### config.mk
export PLATFORM = sky130hd
export DESIGN_NAME = div_iter
export DESIGN_NICKNAME = d
export VERILOG_FILES = /design/src/rtl/div_iter.sv
export SDC_FILE = /design/constraint.sdc
export NUM_CORES = 1
export LEC_CHECK = 0
export BUFFER_PORTS_ARGS = -buffer_cell sky130_fd_sc_hd__buf_2
export CELL_PAD_IN_SITES_DETAIL_PLACEMENT = 0
export CELL_PAD_IN_SITES_GLOBAL_PLACEMENT = 1
export CORE_MARGIN = 1
export CORE_UTILIZATION = 48
export DETAILED_ROUTE_END_ITERATION = 10
export GPL_TIMING_DRIVEN = 0
export HOLD_SLACK_MARGIN = 0.03
export PLACE_DENSITY_LB_ADDON = 0.1
export SLEW_MARGIN = 30
export SYNTH_ARGS = -nofsm -noshare
export SYNTH_HDL_FRONTEND = slang
export SYNTH_SLANG_ARGS = --single-unit
### constraint.sdc
create_clock -name clk -period 13.1 [get_ports clk]
set_clock_uncertainty 0.15 [all_clocks]
set_input_delay 1.31 -clock clk [delete_from_list [all_inputs] [get_ports clk]]
set_output_delay 1.31 -clock clk [all_outputs]
set_load 0.05 [all_outputs]
### src/rtl/div_iter.sv
// div_iter: 32-bit iterative restoring divider, signed or unsigned.
// One quotient bit is produced per cycle. A nonzero divide completes 33
// cycles after acceptance, and a zero-divisor divide completes in 2 cycles.
// result_o = {remainder, quotient}. It holds its value until the next
// completion or reset.
//
// Handshake: the initiator raises start_i with valid operands and keeps it
// high until it observes ready_o. The request is accepted in the first IDLE
// cycle with start_i=1 and annul_i=0. ready_o pulses for exactly one cycle,
// in the END state. Dropping start_i or raising annul_i while iterating
// abandons the divide silently.
module div_iter (
    input  logic        clk,
    input  logic        rst,
    input  logic        signed_div_i,
    input  logic [31:0] opdata1_i,
    input  logic [31:0] opdata2_i,
    input  logic        start_i,
    input  logic        annul_i,
    output logic [63:0] result_o,
    output logic        ready_o
);

    localparam logic [1:0] ST_IDLE    = 2'd0;
    localparam logic [1:0] ST_DIVZERO = 2'd1;
    localparam logic [1:0] ST_ON      = 2'd2;
    localparam logic [1:0] ST_END     = 2'd3;

    // FSM state, kept as a plain named flop so checkers can bind to it.
    logic [1:0]  state_q,   state_d;
    logic [4:0]  cnt_q,     cnt_d;
    // Working register. Bits [64:32] hold the partial remainder, and bits
    // [31:0] hold dividend bits that are shifted out as quotient bits shift in.
    logic [64:0] work_q,    work_d;
    logic [31:0] divisor_q, divisor_d;
    logic        neg_a_q,   neg_a_d;
    logic        neg_b_q,   neg_b_d;
    logic [63:0] result_q,  result_d;

    // Single restoring step on the current working register.
    logic [33:0] trial_hi;
    logic [33:0] trial_diff;
    logic [64:0] step_w;
    logic [31:0] quot_raw;
    logic [31:0] rem_raw;
    logic [31:0] quot_fix;
    logic [31:0] rem_fix;

    // Operand magnitudes captured at acceptance.
    logic        in_neg_a;
    logic        in_neg_b;
    logic [31:0] in_abs_a;
    logic [31:0] in_abs_b;

    // Operand sign detection and absolute values for the accept cycle.
    always_comb begin
        in_neg_a = signed_div_i & opdata1_i[31];
        in_neg_b = signed_div_i & opdata2_i[31];
        in_abs_a = in_neg_a ? (~opdata1_i + 32'd1) : opdata1_i;
        in_abs_b = in_neg_b ? (~opdata2_i + 32'd1) : opdata2_i;
    end

    // Shift-subtract step. The remainder is kept when the trial goes
    // negative. Also applies the sign fix-up used on the final step.
    always_comb begin
        trial_hi   = work_q[64:31];
        trial_diff = trial_hi - {2'b00, divisor_q};
        if (trial_diff[33]) begin
            step_w = {trial_hi[32:0], work_q[30:0], 1'b0};
        end else begin
            step_w = {trial_diff[32:0], work_q[30:0], 1'b1};
        end
        quot_raw = step_w[31:0];
        rem_raw  = step_w[63:32];
        // neg_a_q and neg_b_q are already gated by the signed flag.
        quot_fix = (neg_a_q ^ neg_b_q) ? (~quot_raw + 32'd1) : quot_raw;
        rem_fix  = neg_a_q ? (~rem_raw + 32'd1) : rem_raw;
    end

    // Next-state logic for the divider FSM and its datapath registers.
    always_comb begin
        state_d   = state_q;
        cnt_d     = cnt_q;
        work_d    = work_q;
        divisor_d = divisor_q;
        neg_a_d   = neg_a_q;
        neg_b_d   = neg_b_q;
        result_d  = result_q;
        case (state_q)
            ST_IDLE: begin
                if (start_i && !annul_i) begin
                    neg_a_d   = in_neg_a;
                    neg_b_d   = in_neg_b;
                    divisor_d = in_abs_b;
                    work_d    = {33'd0, in_abs_a};
                    cnt_d     = 5'd0;
                    state_d   = (opdata2_i == 32'd0) ? ST_DIVZERO : ST_ON;
                end
            end
            ST_DIVZERO: begin
                result_d = 64'd0;
                state_d  = ST_END;
            end
            ST_ON: begin
                // An annul or a withdrawn request wins over the last step.
                if (annul_i || !start_i) begin
                    state_d = ST_IDLE;
                end else begin
                    work_d = step_w;
                    cnt_d  = cnt_q + 5'd1;
                    if (cnt_q == 5'd31) begin
                        result_d = {rem_fix, quot_fix};
                        state_d  = ST_END;
                    end
                end
            end
            ST_END: begin
                state_d = ST_IDLE;
            end
            default: begin
                state_d = ST_IDLE;
            end
        endcase
    end

    // State and datapath registers with asynchronous clear.
    always_ff @(posedge clk or posedge rst) begin
        if (rst) begin
            state_q   <= ST_IDLE;
            cnt_q     <= 5'd0;
            work_q    <= 65'd0;
            divisor_q <= 32'd0;
            neg_a_q   <= 1'b0;
            neg_b_q   <= 1'b0;
            result_q  <= 64'd0;
        end else begin
            state_q   <= state_d;
            cnt_q     <= cnt_d;
            work_q    <= work_d;
            divisor_q <= divisor_d;
            neg_a_q   <= neg_a_d;
            neg_b_q   <= neg_b_d;
            result_q  <= result_d;
        end
    end

    // ready_o is decoded from the registered state. Reset clears it at once.
    always_comb begin
        ready_o  = (state_q == ST_END);
        result_o = result_q;
    end

endmodule

==> results.toml, run 1 <==
[global_routing]
grt_pass1_wl_um = 60800
gr-usage-met1_pct = 43.9
busiest_layer = "met2"
track_usage_pct = 30.2
use_met2_pct = 45.6
antenna_found_initial = 0
gr-total-overflow = 0
grt_pass1_vias = 11112
grt_max_degree = 87
met3_usage_pct = 4.65

[clocking]
cts_max_path_buffers = 2
clkTransAtPathRegs_ps = 70
htreeDepth = 4
root_buffer = "clkbuf_16"
hold_buffers = 0
cts_tree = "built"
cts_setup_buffers = 0
cts_resized = 0
clock_latency_ps = 440
cts_made_buffers = 17
cts_num_sinks = 170

[route]
vias = 11624
wirelength_um = 37900
avgViaCountPerCell = 5.90
drt_pass1_iterations = 5
wl_per_cell_um = 19.2
first_iter_violations = 885
drt.antenna.violating_nets = 0
drc_errors = 0

[pwr]
clockPowerShare_pct = 23.0
swShare_pct = 44.5
seq_power_share_pct = 28.1
irDropWorstVdd_mv = 0.0802
power_density_nw_per_um2 = 166
pwr-share-comb_pct = 48.9
cell_internal_pwr_uw = 1260
p_sw_uw = 1010
power_leakage_uw = 0.00621

[yosys]
netlist_top_cells_area = "dfrtp_1, o21ai_0, nand2_1"
yosys.area.top_type_share_pct = 35.4
synth_warnings = 0
synth_edf_count = 0
yosysSeqAreaShare_pct = 35.4
synth_nets = 1589
synth_seq_cells = 170
synthArstFlopShare_pct = 100
yosysTopAreaCell = "dfrtp_1"
synthCells = 1481
synth-main-ff-cell = "dfrtp_1"
synth_cell_types = 91
synth.avg_cell_area_um2 = 8.11
synth.cell_area_um2 = 12000

[placed_design]
preCtsSetupSlack_ps = 6500
dp_hpwl_um = 29500
place_congestion = 0.923
port_buffers = 133

[critical_path]
start_kind = "register"
crit_arrival_ps = 6900
cp_top_family = "compound AO/OA/AOI/OAI gates"
worstPathRequired_ps = 13250
critPathMaxFanout = 10
crit_path_top_delay_cell = "buf_1"
critPathCaptureType = "register"
worst-path-buf-inv = 3
path_cells = "ha_1, a211oi_1, o211a_1, o21ai_1, o311a_2, nor3_4, nor2_8, inv_4, clkbuf_1, buf_1, mux2i_1, ha_1, nand2_1, or3_1, a2111oi_0, nand4_1, a21o_1, o41ai_2, xor2_1, o21ai_1"
cpPeakStageDelay_ps = 590
crit_type = "reg -> reg"

[die]
die_y_um = 160
coreArea_um2 = 24500
start_util_pct = 49.1
dieWidth_um = 160
core.rowCount = 57
dieArea_um2 = 25700
ioPinCount = 134

[cells_and_area]
layout-drive-gt1-share_pct = 12.8
areaGrowthSynthToFinish_pct = 14.3
layout.nets = 1742
diodes = 0

[sta]
hold_violations = 0
fmax_ghz = 0.148
whs_ps = 322
tightest_slew_ps = 943
slew_viol_final = 0
fin_tns_setup_ps = 0
fin_ws_ps = 6350
fin_crit_ps = 6750
setup_viol = 0
slew_headroom_pct = 37.0
rsz0062_at_grt = "false"
period_share_pct = 51.5

[worst_hold_path]
hp-class = "reg -> reg"

[outcome]
status = "finished, final reports clean"

[flow_run]
cap_violations = 0
power groups by stage:
stage | Clock, uW | Sequential (uW) | Combinational (uW)
detailed placement | 0 | 647 | 1090
global placement | 0 | 646 | 1080
finish | 523 | 640 | 1110
global route | 550 | 646 | 1220
CTS | 528 | 637 | 1100
floorplan | 0 | 625 | 801
per-stage QoR:
stage               utilization (%)  cells  area [um2]  power, uW
floorplan                         -   1481       12000       1430
global placement               53.5   1938       13100       1720
detailed placement             53.7   1939       13100       1740
CTS                            56.1   1970       13700       2260
global route                   56.1   1970       13700       2420
finish                         56.1   1970       13700       2280
cell type report:
class	instances	area (um2)
repair buffers	134	693
inverters	60	235
well taps	324	405
flip-flops and latches	170	4250
multi-input cells	1174	7240
clock inverters	13	156
plain buffers	77	305
fillers	2355	10700
clock buffers	18	429
layout by cell type, fill, tap and decap left out, drive strengths merged, types with 4 or more instances in the layout:
cell,n
nor3,35
or3,25
o22ai,30
a221oi,4
or4,6
o211ai,6
o21a,9
nand4,10
a21o,13
xor2,58
nor3b,5
and4,4
ha,38
o21ai,222
xnor2,84
a2111oi,6
or2,7
clkbuf,79
a22o,6
nand3,18
a31oi,13
o221ai,6
nand2,235
o31a,4
and3,11
buf,150
a211oi,4
and2,14
nor4,15
dfrtp,170
inv,67
mux2i,22
nor2,88
a21oi,90
o41ai,9
a21boi,4
nand2b,10
o31ai,14
nor2b,7
kinds of logic (layout without fill, tap and decap cells):
kind of cell	count (synthesis)	in the layout	share of synthesized area, %
AOI/OAI and AO/OA	468	468	24.0
xor gates and xnor gates	142	142	10.4
adders and majority gates	39	39	4.13
buffers and inverters	137	302	4.44
DFF	170	170	35.4
muxes	23	23	1.93
and+or+nand+nor	502	502	19.7
sequential cells by signal, summed over array words and instances, names as in the netlist:
name       count
cnt_q          5
divisor_q     32
neg_a_q        1
neg_b_q        1
result_o      64
state_q        2
work_q        65
worst reg2reg max path, cell delays in order (launching register included):
cell and delay [ps]:
dfrtp_1 490, ha_1 420, a211oi_1 350, o211a_1 260, o21ai_1 140, o311a_2 410, nor3_4 330, nor2_8 100
inv_4 170, clkbuf_1 510, buf_1 590, mux2i_1 380, ha_1 280, nand2_1 70, or3_1 390, a2111oi_0 430
nand4_1 150, a21o_1 300, o41ai_2 450, xor2_1 180, o21ai_1 70
Yosys cell counts (all sizes together), types with 3 or more instances:
| library cell | number |
|---|---|
| a31oi | 13 |
| nor4 | 15 |
| nor3b | 5 |
| or3 | 25 |
| a22o | 6 |
| xnor2 | 84 |
| nand2 | 235 |
| a21oi | 90 |
| o211ai | 6 |
| o21a | 9 |
| buf | 16 |
| mux2i | 22 |
| nand3 | 18 |
| o41ai | 9 |
| a211oi | 4 |
| a21boi | 4 |
| dfrtp | 170 |
| o31a | 4 |
| or4 | 6 |
| o221ai | 6 |
| a2111oi | 6 |
| nand4 | 10 |
| and4 | 4 |
| nor2 | 88 |
| and2 | 14 |
| a21o | 13 |
| nor2b | 7 |
| nand2b | 10 |
| o21ai | 222 |
| nor3 | 35 |
| o211a | 3 |
| clkbuf | 61 |
| and3 | 11 |
| o22ai | 30 |
| a221oi | 4 |
| xor2 | 58 |
| o31ai | 14 |
| and4b | 3 |
| nand3b | 3 |
| inv | 60 |
| or2 | 7 |
| ha | 38 |
| a221o | 3 |
routing by layer:
metal | vias up | share of wire (%)
met5 | - | 0
met4 | 0 | 2.8
met3 | 63 | 6.5
met2 | 405 | 44
met1 | 5580 | 47
li1 | 5576 | -
path summary, 6_finish.rpt:
kind                       slack, ps       endpoint  depth (start not counted)         from
max                             6350   result_o[62]                         20   work_q[37]
min                              320    result_o[2]                          2  result_o[2]
max reg2reg                     6350   result_o[62]                         20   work_q[37]
min reg2reg                      320    result_o[2]                          2  result_o[2]
max in group asynchronous      11110  divisor_q[24]                          3          rst
min in group asynchronous        810    result_o[9]                          2          rst
Note: power is estimated with default switching activity, not from simulation.
==> run 2, diff against run 1 <==
CORE_UTILIZATION = 45   (was 48)
clock period = 6.65 ns   (was 13.1 ns; I/O delays follow)
==> results.toml, run 2 (same netlist as run 1, synthesis figures left out) <==
[outcome]
status = "complete, but fails checks"
violations = "DRC"

[die]
die_y_um = 165
coreArea_um2 = 26100
ioPinCount = 134
start_util_pct = 45.9
core.rowCount = 59
dieWidth_um = 165
dieArea_um2 = 27300

[placed_design]
place_inst = 1950
place_congestion = 0.888
post_dp_cell_area_um2 = 13200
dp_hpwl_um = 29800
port_buffers = 133

[clocking]
clkTransAtPathRegs_ps = 80
hold_buffers = 0
cts_tree = "built"
cts_max_path_buffers = 2
clock_latency_ps = 440
cts_num_sinks = 170
root_buffer = "clkbuf_16"
cts_made_buffers = 17
htreeDepth = 4

[cells_and_area]
layout.nets = 1741
fillCellCount = 2617
diodes = 0
layout-drive-gt1-share_pct = 13.0
top_register = "work_q"
areaGrowthSynthToFinish_pct = 14.3
instances_no_fill = 1980
final_common_cell = "nand2_1"
postLayoutCellArea_um2 = 13700
layout_common_cells = "nand2_1, o21ai_0, dfrtp_1, buf_2"
largest_reg_flops = 65

[global_routing]
antenna_found_initial = 0
grt_max_degree = 91
grt_pass1_wl_um = 60000
track_usage_pct = 28.6
grt_pass1_vias = 10773
gr-total-overflow = 0

[critical_path]
worstPathRequired_ps = 6810
start_kind = "register"
critPathMaxFanout = 19
crit_arrival_ps = 6180
critPathCaptureType = "register"
crit_type = "reg -> reg"

[route]
met2WireLength_um = 17000
avgViaCountPerCell = 5.80
drt_pass1_iterations = 8
wl_met3_um = 2160
vias = 11490
first_iter_violations = 889
wirelength_um = 38000
wl_per_cell_um = 19.2
drc_errors = 20
highest_layer = "met4"
drt.antenna.violating_nets = 0
m1WireLength_um = 18200

[sta]
setup_viol = 0
slew_headroom_pct = 33.2
fin_crit_ps = 6020
period_share_pct = 90.5
slew_viol_final = 0
rsz0062_at_grt = "false"
tightest_slew_ps = 1000
hold_violations = 0
fmax_ghz = 0.166

[worst_hold_path]
hp-class = "in -> async"

[flow_run]
cap_violations = 0

[pwr]
irDropWorstVdd_mv = 0.157
power_uw = 4450
power_density_nw_per_um2 = 324
power_leakage_uw = 0.00621
[run 2: cell count changes in the layout (fill, tap and decap cells not counted), sizes merged]
| cell | change |
|---|---|
| bufinv | -2 |
| clkinvlp | +1 |
| clkinv | +1 |
| buf | -1 |
| inv | +1 |
| clkbuf | -1 |
[run 2: final timing paths]
check                            start             to  slack, ps  cells past startpoint
hold / removal                     rst    result_o[8]        180                      2
hold reg to reg            result_o[7]    result_o[7]        320                      2
setup reg to reg            work_q[35]   result_o[62]        630                     18
max in group asynchronous          rst  divisor_q[27]       5300                      3
setup / recovery            work_q[35]   result_o[62]        630                     18
min in group clk           result_o[7]    result_o[7]        320                      2
[run 2: per-stage QoR]
stage / worst slack, ps / utilization [%] / setup TNS (ps) / hold WS, ps
6_report: 629 / 52.5 / 0 / 176
5_1_grt: 361 / 52.5 / 0 / 231
4_1_cts: 26.0 / 52.5 / 0 / 190
3_5_place_dp: 41.8 / 50.3 / 0 / 314
3_3_place_gp: -929 / 50.1 / -151500 / 306
2_1_floorplan: 1230 / - / 0 / 295
[run 2: worst max-delay path, cell delays in order (launching register included)]
cell,delay [ps]
dfrtp_1,450
ha_1,400
a21oi_1,560
a211oi_4,180
o311a_2,460
nor3_4,360
nor2_8,100
inv_4,220
clkbuf_2,350
mux2i_1,350
ha_1,280
nand2_1,70
or3_1,390
a2111oi_0,400
nand4_1,150
a21o_1,310
o41ai_2,410
xor2_1,210
o21ai_1,70
[run 2: repair_timing]
item	4_1_cts	5_1_grt
buffers inserted	0	0
setup endpoints to repair	0	6
gates resized for setup	0	3
[run 2: area by class of cell]
type	instances	area, um2	area share, %
plain buffers	76	304	2.22
flip-flops and latches	170	4250	31.0
inverters	60	235	1.71
well taps	335	419	3.05
repair buffers	134	693	5.05
clock inverters	14	150	1.09
multi-input cells	1174	7240	52.8
clock buffers	17	425	3.10
[run 2: per-layer routing]
metal  vias to the layer above  global-route usage [%]
met4                         0                    6.90
met1                      5526                    41.5
li1                       5574                       -
met2                       351                    44.1
met5                         -                       0
met3                        39                    4.65
[run 2: where the power goes]
group / internal [uW] / switching [uW] / total, uW
registers: 1130 / 128 / 1260
clock network: 501 / 499 / 1000
logic: 793 / 1400 / 2190
total: 2430 / 2030 / 4450
==> run 3, diff against run 2 <==
ABC_AREA = 1   (was unset)
CORE_UTILIZATION = 44   (was 45)
CTS_BUF_LIST = sky130_fd_sc_hd__clkbuf_4 sky130_fd_sc_hd__clkbuf_8   (was unset)
==> results.toml, run 3 <==
[outcome]
status = "finished, final reports clean"

[yosys]
synth_edf_count = 0
yosysSeqAreaShare_pct = 32.6
synth_seq_cells = 170
synth_cell_types = 52
synth_nets = 2096
netlist_top_cells_area = "dfrtp_1, nand2_1, inv_1"
yosys.area.top_type_share_pct = 32.6
synthArstFlopShare_pct = 100
synth_warnings = 0
synthCells = 1988
synth.avg_cell_area_um2 = 6.57
yosysTopAreaCell = "dfrtp_1"
yosys-top-cells-count = "nand2_1, inv_1, nor2_1"
synth-main-ff-cell = "dfrtp_1"
synth.cell_area_um2 = 13100
post-synth-top-count-cell = "nand2_1"

[die]
core.rowCount = 62
start_util_pct = 45.1
dieArea_um2 = 30400
dieWidth_um = 174
coreArea_um2 = 28900
die_y_um = 174
ioPinCount = 134

[clocking]
htreeDepth = 4
clock_latency_ps = 530
root_buffer = "clkbuf_8"
cts_setup_buffers = 0
cts_num_sinks = 170
cts_resized = 0
hold_buffers = 0
clkTransAtPathRegs_ps = 110
cts_tree = "built"
cts_made_buffers = 17
cts_max_path_buffers = 2

[sta]
hold_violations = 0
fin_ws_ps = 1940
slew_headroom_pct = 38.9
setup_viol = 0
fmax_ghz = 0.212
tightest_slew_ps = 916
slew_viol_final = 0
rsz0062_at_grt = "false"
fin_crit_ps = 4710
period_share_pct = 70.8

[route]
first_iter_violations = 1208
drt_pass1_iterations = 5
drc_errors = 0
vias = 13575
drt.antenna.violating_nets = 0
avgViaCountPerCell = 5.35
wl_per_cell_um = 18.2
wirelength_um = 46100

[critical_path]
cpPeakStageDelay_ps = 460
crit_arrival_ps = 5010
crit_type = "reg -> reg"
critPathMaxFanout = 10
reg2reg_from = "work_q[39]"
start_kind = "register"
critPathCaptureType = "register"
crit_start = "work_q[39]"
crit_top_cell = "nand2_1"
crit_path_top_delay_cell = "dfrtp_1"
worstPathRequired_ps = 6940

[pwr]
power_leakage_uw = 0.00773
power_density_nw_per_um2 = 600
irDropWorstVdd_mv = 0.252

[cells_and_area]
layout-drive-gt1-share_pct = 12.4
layout.nets = 2249
final_common_cell = "nand2_1"
instances_no_fill = 2538
areaGrowthSynthToFinish_pct = 12.0
largest_reg_flops = 65
layout_common_cells = "nand2_1, inv_1, nor2_1, o21ai_0, dfrtp_1"
diodes = 0
top_register = "work_q"
final_util_pct = 50.5

[global_routing]
antenna_found_initial = 0
grt_max_degree = 88
grt_pass1_wl_um = 72000
gr-total-overflow = 0
track_usage_pct = 31.1
grt_pass1_vias = 12959

[placed_design]
dp_hpwl_um = 36700
port_buffers = 133
place_inst = 2506
place_congestion = 0.940
preCtsSetupSlack_ps = 2060

[worst_hold_path]
hp-class = "in -> async"

[flow_run]
cap_violations = 0
-- run 3: changes by cell type in the layout (fill, tap and decap cells not counted), sizes merged, moves of 12 or more --
cell    change
mux2i      -22
xor2       -15
nand3     +118
o21ai      -27
nor4       -14
inv       +175
a21o       -13
xnor2      -65
nor2      +102
clkbuf     -12
nand2     +403
or3        -23
a21oi      +14
-- run 3: routing by layer --
layer	share of wire (%)	vias to the layer above	GRT usage (%)
met1	47	6357	43.2
met5	0	-	0
met4	2.8	0	11.0
met2	44	429	48.4
met3	6.1	64	5.31
li1	-	6725	-
-- run 3: power breakdown --
group          switching [uW]  leakage [uW]  internal (uW)
Sequential                271       0.00225           1320
Clock                     448      0.000189            319
Combinational            4490       0.00529           1920
-- run 3: cell families (layout without fill, tap and decap cells) --
logic type	after synthesis	after routing	share of synthesized area [%]
buf+inv	309	475	9.55
compound gates	360	360	14.9
flops	170	170	32.6
xor+xnor	62	62	4.16
simple gates	1048	1048	35.0
fa+ha+maj	39	39	3.80
-- run 3: stage by stage --
stage	TNS, ps	cell area, um2	hold WS [ps]	power, uW
floorplan	0	13100	303	6120
global placement	-169590	14200	310	7860
detailed placement	0	14200	311	7900
CTS	0	14600	99.6	8690
global route	0	14600	137	9590
finish	0	14600	75.9	8770
-- run 3: final cells by class --
cell class / count / area, um2
sequential: 170 / 4250
fill: 3018 / 14300
multi-input combinational: 1509 / 7560
buffer: 67 / 338
clock buffer: 20 / 263
clock inverter: 12 / 114
tap: 384 / 480
inverter: 242 / 916
timing repair buffer: 134 / 693
-- run 3: worst max-delay path, delay by kind of cell (launching register included) --
| family | cells | cell delay (ps) |
|---|---|---|
| buffers and inverters | 3 | 390 |
| AND/OR/NAND/NOR | 18 | 2690 |
| flip-flops | 1 | 460 |
| AO/OA/AOI/OAI | 2 | 320 |
| adder cells (fa/ha/maj) | 2 | 620 |
-- run 3: path summary, 6_finish.rpt --
kind | to | slack, ps | depth (start not counted)
worst max-delay path | result_o[28] | 1940 | 25
worst min-delay path | result_o[50] | 80 | 2
worst max register to register | result_o[28] | 1940 | 25
worst min register to register | result_o[58] | 330 | 2
max in group asynchronous | divisor_q[19] | 5350 | 3
min in group clk | state_q[1] | 270 | 4
